--- src/rtl/writeback_queue.sv ---
// writeback_queue
//   Small in-order queue of pending register-file writes. A producer offers
//   (address, data) pairs. The queue drains them, oldest first, into the
//   register-file write port whenever that port is free. While entries are
//   pending, two read ports can look up the youngest queued value for a
//   register, so a reader never sees stale register-file contents.
//
// Ports
//   Clock, Reset          single clock; synchronous active-high reset
//   InValid/InAddr/InData producer offer; taken when InValid & InReady
//   InReady               queue not full
//   PortFree              register-file write port available this cycle
//   RegWrite/WriteAddr/   head-entry write to the register file; a pop
//   WriteData             happens on every edge where RegWrite is high
//   ReadAddrN/HitN/       bypass lookup returning the youngest pending
//   HitDataN              entry that matches ReadAddrN (N = 1, 2)
//   Count                 number of pending entries, 0..DEPTH

module writeback_queue #(
    parameter int DEPTH = 4  // power of two, 2..16
) (
    input  logic        Clock,
    input  logic        Reset,
    input  logic        InValid,
    input  logic [4:0]  InAddr,
    input  logic [31:0] InData,
    output logic        InReady,
    input  logic        PortFree,
    output logic        RegWrite,
    output logic [4:0]  WriteAddr,
    output logic [31:0] WriteData,
    input  logic [4:0]  ReadAddr1,
    input  logic [4:0]  ReadAddr2,
    output logic        Hit1,
    output logic [31:0] HitData1,
    output logic        Hit2,
    output logic [31:0] HitData2,
    output logic [4:0]  Count
);

    localparam int PW = $clog2(DEPTH);

    logic [PW-1:0] head;
    logic [PW-1:0] tail;
    logic [4:0]    count;

    logic [4:0]    addr_q [DEPTH];
    logic [31:0]   data_q [DEPTH];

    logic          empty;
    logic          full;
    logic          accept;
    logic          enq;
    logic          pop;

    assign empty   = (count == 5'd0);
    assign full    = (count == 5'(DEPTH));

    // Full means not ready even if the head drains this same cycle. This keeps
    // InReady free of any combinational dependence on PortFree.
    assign InReady = ~full;

    // Writes to register 0 are handshaken but dropped, because that register
    // is hardwired to zero and must never be written or bypassed.
    assign accept  = InValid & InReady & ~Reset;
    assign enq     = accept & (InAddr != 5'd0);

    assign RegWrite  = ~empty & PortFree & ~Reset;
    assign pop       = RegWrite;

    assign WriteAddr = empty ? 5'd0  : addr_q[head];
    assign WriteData = empty ? 32'd0 : data_q[head];
    assign Count     = count;

    // Pointer and occupancy state. The pointers are exactly log2(DEPTH) bits,
    // so they wrap from DEPTH-1 to 0 by natural overflow.
    always_ff @(posedge Clock) begin
        if (Reset) begin
            head  <= '0;
            tail  <= '0;
            count <= 5'd0;
        end else begin
            if (enq) tail <= tail + 1'b1;
            if (pop) head <= head + 1'b1;
            case ({enq, pop})
                2'b10:   count <= count + 5'd1;
                2'b01:   count <= count - 5'd1;
                default: count <= count;
            endcase
        end
    end

    // Entry storage needs no reset. Slots outside the head..count window are
    // never observed.
    always_ff @(posedge Clock) begin
        if (enq) begin
            addr_q[tail] <= InAddr;
            data_q[tail] <= InData;
        end
    end

    // Bypass lookup. Walk the pending window from oldest to youngest, so the
    // last match wins. The head entry takes part even while it is being
    // written this cycle. The offer on InData is not included.
    function automatic logic [32:0] lookup(input logic [4:0] ra);
        logic          hit;
        logic [31:0]   data;
        logic [PW-1:0] idx;
        hit  = 1'b0;
        data = 32'd0;
        for (int i = 0; i < DEPTH; i++) begin
            idx = head + PW'(i);
            if ((5'(i) < count) && (ra != 5'd0) && (addr_q[idx] == ra)) begin
                hit  = 1'b1;
                data = data_q[idx];
            end
        end
        return {hit, data};
    endfunction

    always_comb begin
        {Hit1, HitData1} = lookup(ReadAddr1);
        {Hit2, HitData2} = lookup(ReadAddr2);
    end

endmodule

--- config.mk ---
export PLATFORM = sky130hd
export DESIGN_NAME = writeback_queue
export DESIGN_NICKNAME = d
export VERILOG_FILES = /design/src/rtl/writeback_queue.sv
export SDC_FILE = /design/constraint.sdc
export NUM_CORES = 1
export LEC_CHECK = 0
export CAP_MARGIN = 5
export CORE_MARGIN = 1.5
export CORE_UTILIZATION = 50
export CTS_CLUSTER_SIZE = 16
export DETAILED_ROUTE_END_ITERATION = 7
export GPL_TIMING_DRIVEN = 0
export PLACE_DENSITY = 0.74
export SLEW_MARGIN = 30
export SYNTH_ARGS = -nofsm -noshare
export SYNTH_HDL_FRONTEND = slang
export SYNTH_SLANG_ARGS = --single-unit
--- constraint.sdc ---
create_clock -name Clock -period 3.8 [get_ports Clock]
set_input_delay 0.38 -clock Clock [delete_from_list [all_inputs] [get_ports Clock]]
set_output_delay 0.38 -clock Clock [all_outputs]
set_load 0.005 [all_outputs]
==> out/qor.yml <==
gp_congestion: 0.9363
overflow: 0
grt_pass1_wl_um: 56590
rows: 54
cts.sinks: 159
synthAdderAreaFrac_pct: 0.9917
fin_skew_ps: 9.254
antenna_found_initial: 0
syn_nets: 1024
pwr_density_cell_mw_per_mm2: 406.5
drt_iter0_markers: 1201
wl_um: 37980
grt_usage_pct: 31.60
ys.flop_type: "edfxtp_1"
critical_path_class: "reg -> out"
cts_max_path_buffers: 2
cts_tree: "built"
ir_drop_v: 0.0003548
status: "finished with violations"
numCtsBuffers: 17
wl_per_cell_um: 25.96
grt_pass1_vias: 10013
cpPeakStageDelay_ps: 570
grt_max_degree: 38
htree_levels: 4
slew_headroom_pct: 43.49
synth_top_cell_area_share_pct: 39.14
yosys.area_share.simple_pct: 12.80
synth_top_family_by_area: "multiplexers"
maxCapViolations: 0
syn_area_per_cell_um2: 11.78
pre_cts_slack_ps: -23.27
postSynthCellCount: 964
p_int_mw: 4.169
critPathMostFrequentCell: "buf_6"
crit_fanout: 10
synth_mux_area_share_pct: 22.91
synth.cell_area_mm2: 0.01135
synth-edff-count: 148
n_fill_cell: 1595
post-route-util_pct: 67.10
die_area_mm2: 0.02362
clkTransAtPathRegs_ps: 60
clk_latency_ps: 440
fin_cells: 1463
postRouteAntennaNets: 0
dp_hpwl_um: 24340
synth_compound_area_share_pct: 14.27
critPathCaptureType: "primary output"
hold_violations: 0
slew_violations: 0
power_frac_seq_pct: 33.8
die_h_um: 153.7
synthArstFlopShare_pct: 0
worstPathArrival_ps: 3470
syn2layout_area_growth_pct: 30.17
swShare_pct: 30.62
rsz0062_at_grt: "true"
p_sw_mw: 1.840
fmaxAchievable_mhz: 259.6
path_cells: "buf_6 > buf_4 > mux4_2 > xnor2_2 > and4_4 > a311oi_4 > buf_6 > buf_6 > a221o_1 > a31o_4 > clkdlybuf4s50_1"
synth_area_leaders: "edfxtp_1, mux4_2, a221o_1"
finalNetCount: 1231
ys_seq_elements: 159
p_comb_share_pct: 36.6
cp.required_ps: 3420
yosysTopAreaCell: "edfxtp_1"
leakagePower_nw: 5.626
n_antenna_cell: 0
pin_count: 161
worst_pin_slew_ps: 847.7
place.port_buffers: 152
dp_cells: 1400
fin_ws_ps: -51.45
period_share_pct: 101.4
root_buffer: "clkbuf_16"
yosysWarnings: 0
vias_per_cell: 6.905
slowest_stage: "mux4_2"
final_common_cell: "edfxtp_1"
dr.pass1.iters: 8
worstHoldPathType: "reg -> reg"
initial_utilization_pct: 51.55
num_vias: 10102
setup_viol: 4
drcViolationCount: 0
die_w_um: 153.7
core_area_mm2: 0.02203
final_cell_mix: "edfxtp_1, nor2_1, clkdlybuf4s50_1"
synthXorXnorAreaFrac_pct: 3.625
fin_crit_ps: 3851
clkPwrFrac_pct: 29.6
crit_path_start_kind: "register"
synth_cell_types: 45
final_layout_size_suffix_gt1_share_pct: 24.34
seq_area_frac_synth_pct: 41.08
violations: "negative setup slack"
-- final timing paths --
kind	from	to	slack (ps)	depth (start not counted)
worst max-delay path	head[0]	HitData2[1]	-50	11
worst min-delay path	tail[1]	tail[1]	560	2
worst max register to register	Count[0]	Count[3]	900	12
worst min register to register	tail[1]	tail[1]	560	2
-- metal layers --
layer | track usage [%] | vias to the layer above | wire length (um)
li1 | - | 4234 | -
met1 | 40.63 | 4827 | 13610
met2 | 50.25 | 862 | 17790
met3 | 7.469 | 179 | 4798
met4 | 16.04 | 0 | 1777
met5 | 0 | - | 0
-- power by group through the flow --
stage	Sequential [mW]	Clock, mW	Combinational (mW)
2_1_floorplan	2.05	0	1.25
3_3_place_gp	2.06	0	1.95
3_5_place_dp	2.06	0	1.98
4_1_cts	2.03	1.78	2.10
5_1_grt	2.04	1.86	2.32
6_report	2.03	1.78	2.20
-- state kept, by name, summed over array words and instances, names as in the netlist, named ones only --
register  count
addr_q       20
data_q      128
head          2
tail          2
Count         5
-- logic make-up after synthesis --
logic type | count (synthesis)
fa+ha+maj | 9
simple gates | 288
buf+inv | 107
xor+xnor | 47
mux | 149
flops | 159
compound gates | 205
-- cell type report --
class	count	area (um^2)	share of cell area [%]
Buffer	97	749.5	5.071
Clock inverter	11	163.9	1.109
Clock buffer	20	436.7	2.954
Inverter	8	30.03	0.2032
Tap cell	280	350.3	2.370
Multi-Input combinational cell	698	6350	42.96
Sequential cell	159	4672	31.61
Timing Repair Buffer	190	2028	13.72
-- synthesized netlist by cell type (6+ instances only) --
cell / number
a21oi_1: 36
a221o_1: 64
a31o_1: 57
a31o_2: 7
buf_1: 11
buf_2: 22
clkbuf_1: 57
dfxtp_1: 11
edfxtp_1: 148
ha_1: 9
inv_1: 8
mux2_2: 32
mux2i_1: 33
mux4_2: 79
nand2_1: 36
nand3_1: 7
nand4_1: 6
nor2_1: 113
nor2b_1: 38
o21ai_0: 34
or3_1: 66
xnor2_1: 34
xor2_1: 13
-- metrics by stage --
stage               area [um^2]  hold slack [ps]  total power, mW  setup TNS, ps
floorplan                 11350            478.9            3.297              0
global placement          13230            540.8            4.007         -101.5
detailed placement        13320            550.8            4.040         -24.51
CTS                       14360            565.7            5.903         -17.88
global route              14780            583.8            6.216         -454.5
finish                    14780            557.7            6.008         -114.9
-- worst max-delay path: cells and delay by family (launching register included) --
kind | cells | cell delay (ps)
AND/OR/NAND/NOR | 1 | 270
XOR/XNOR | 1 | 200
AO/OA/AOI/OAI | 3 | 670
buffers and inverters | 5 | 1000
multiplexers | 1 | 570
flip-flops | 1 | 330
-- what timing repair did --
action	in CTS	in global routing
hold buffers	0	0
buffers inserted	12	17
gates resized for setup	138	85
pin swaps	9	7
cloned	3	2
setup endpoints to repair	86	64
Note: power is estimated with default switching activity, not from simulation.
==> patch, RTL diff (same flow settings) <==
`DEPTH`: 4 -> 8.
--- a/src/rtl/writeback_queue.sv
+++ b/src/rtl/writeback_queue.sv
@@ -17,7 +17,7 @@
 //   Count                 number of pending entries, 0..DEPTH
 
 module writeback_queue #(
-    parameter int DEPTH = 4  // power of two, 2..16
+    parameter int DEPTH = 8  // power of two, 2..16
 ) (
     input  logic        Clock,
     input  logic        Reset,
Function: no difference found for any inputs over 4 cycles, from zero or initial values and one cycle with Reset high; that may be too few to reach the edited logic, so the function may still have changed.
==> patch against the unedited design <==
- the run still ends with negative setup slack left
- utilization decreased by 2.7 points
- fmax decreased by 23%
- sequential cell count increased by 151
- final cell count rose by 150%
- design area rose by 150%
- total power rose to 2.5 times the old value
- wire length rose to 3.6 times the old value
- synthesized area grew to 2.5 times the old value
- worst setup slack worse by 1100 ps
- clock skew is 8.5 ps higher
- die area grew 150%
- synthesized cell count increased to 2.6 times the old value
- highest routed layer is now met5
==> patch: results (changes against the unedited design) <==
| Metric | Value |
|---|---|
| Sequential power | 3.86 mW (+90%) |
| Skew-Pair Late Insertion Delay | 590 ps (+150 ps) |
| Fin Clk Skew | 17.78 ps (+8.530 ps) |
| Top cells by area, synth | edfxtp_1 (31%), mux4_2 (28%), mux2i_1 (7.5%) |
| Final HPWL DP | 95970 um (+290%) |
| DR pass1 iterations | 7 (-1) |
| Final worst slack | -1180 ps (-1128 ps) |
| Post-CTS setup buffer count | 70 (+58) |
| Final Net Count | 2867 (+130%) |
| Hold WC Path Type | primary input to flop |
| Post-DP Area | 0.03209 mm^2 (+140%) |
| Setup TNS | -68070 ps (-67950 ps) |
| Hold_sp | InData[1] |
| Mux cell area share after synthesis | 0.3763 (+0.1473) |
| Post-Synth Adder-Cell Area | 0.003480 (-0.006437) |
| Dpl ws | -2158 ps (-2134 ps) |
| Sequential element share of the synthesized area | 0.3188 (-0.09201) |
| CTS max path bufs | 3 (+1) |
| Crit-path slowest cell | clkbuf_1 |
| H-tree level count | 2 (-2) |
| Number of flops mapped to enable cells by yosys | 296 (+100%) |
| Post-Layout Cell Count | 3591 (+150%) |
| R2r worst-path depth | 9 (-3) |
| Synth Area in XOR/XNOR | 0.02371 (-0.01254) |
| End of the worst hold path | data_q[1][1] |
| Total track usage | 0.4509 (+0.1349) |
| Antenna violations before repair | 4 (+4) |
| Worst slew margin | 0.2578 (-0.1771) |
| Status | finished, violations left |
| Number of DRC markers in iteration 0 | 4843 (+300%) |
| FF-to-FF End | data_q[3][26] |
| Leak Pwr | 12.38 nW (+120%) |
| Synth Area per Inst | 11.52 um^2 (-2.2%) |
| Placed cell count | 3437 (+150%) |
| Port Buffer Count | 157 (+3.3%) |
| Pwr per Cell Area | 415.5 mW/mm^2 (+2.2%) |
| CTS resizes | 601 (+340%) |
| Synth Net Count | 2555 (+150%) |
| Largest family of logic cells by synthesized area | multiplexers |
| Max reg flops | 256 (+100%) |
| Synth unique cells | 85 (+89%) |
| Commonest cells in the netlist | nand2_1 (370), mux4_2 (353), edfxtp_1 (296) |
| Via count | 27870 (+180%) |
| Switching pwr | 5.971 mW (+220%) |
| Fillers | 4356 (+170%) |
| Post-synthesis compound-gate area fraction | 0.1116 (-0.03107) |
| Hold depth | 1 (-1) |
| Drt total wl | 135400 um (+260%) |
| CP endpoint | HitData1[26] |
| Share of layout cells above drive strength 1 | 0.3860 (+0.1426) |
| GP Congestion | 1.053 (+12%) |
| Max VDD drop | 0.4612 mV (+30%) |
| Logic pwr share | 0.504 (+0.138) |
| Final setup viols | 66 (+62) |
| First-pass GRT wire length | 191300 um (+240%) |
| Number of global-route vias before repair | 27110 (+170%) |
| Failing checks | negative setup slack |
| WP data arrival | 4600 ps (+1130 ps) |
| Slowest stage delay, CP | 630 ps (+60 ps) |
| R2R Setup Slk | 520 ps (-380 ps) |
## patch: metal layers
| metal | routed length, um | track usage | vias to the layer above |
|---|---|---|---|
| li1 | - | - | 10700 |
| met1 | 46230 | 0.5710 | 13620 |
| met2 | 58660 | 0.6639 | 2812 |
| met3 | 19870 | 0.1502 | 736 |
| met4 | 10590 | 0.2892 | 6 |
| met5 | 67 | 0.006536 | - |
## patch: final cells by class
class / instances / area, um^2 / area share
multi-input combinational: 1929 / 20210 / 0.5548
sequential: 310 / 9171 / 0.2518
timing repair buffer: 280 / 2919 / 0.08013
buffer: 235 / 1882 / 0.05166
clock buffer: 44 / 973.4 / 0.02672
tap: 756 / 945.9 / 0.02597
clock inverter: 21 / 247.7 / 0.006801
inverter: 15 / 76.32 / 0.002095
antenna: 1 / 2.502 / 0.00006869
## patch: worst register-to-register path: cells and delay by family (launching register included)
family,cells,cell delay (ps)
simple gates,3,980
buf+inv,4,840
flops,1,560
compound gates,1,310
fa+ha+maj,1,270
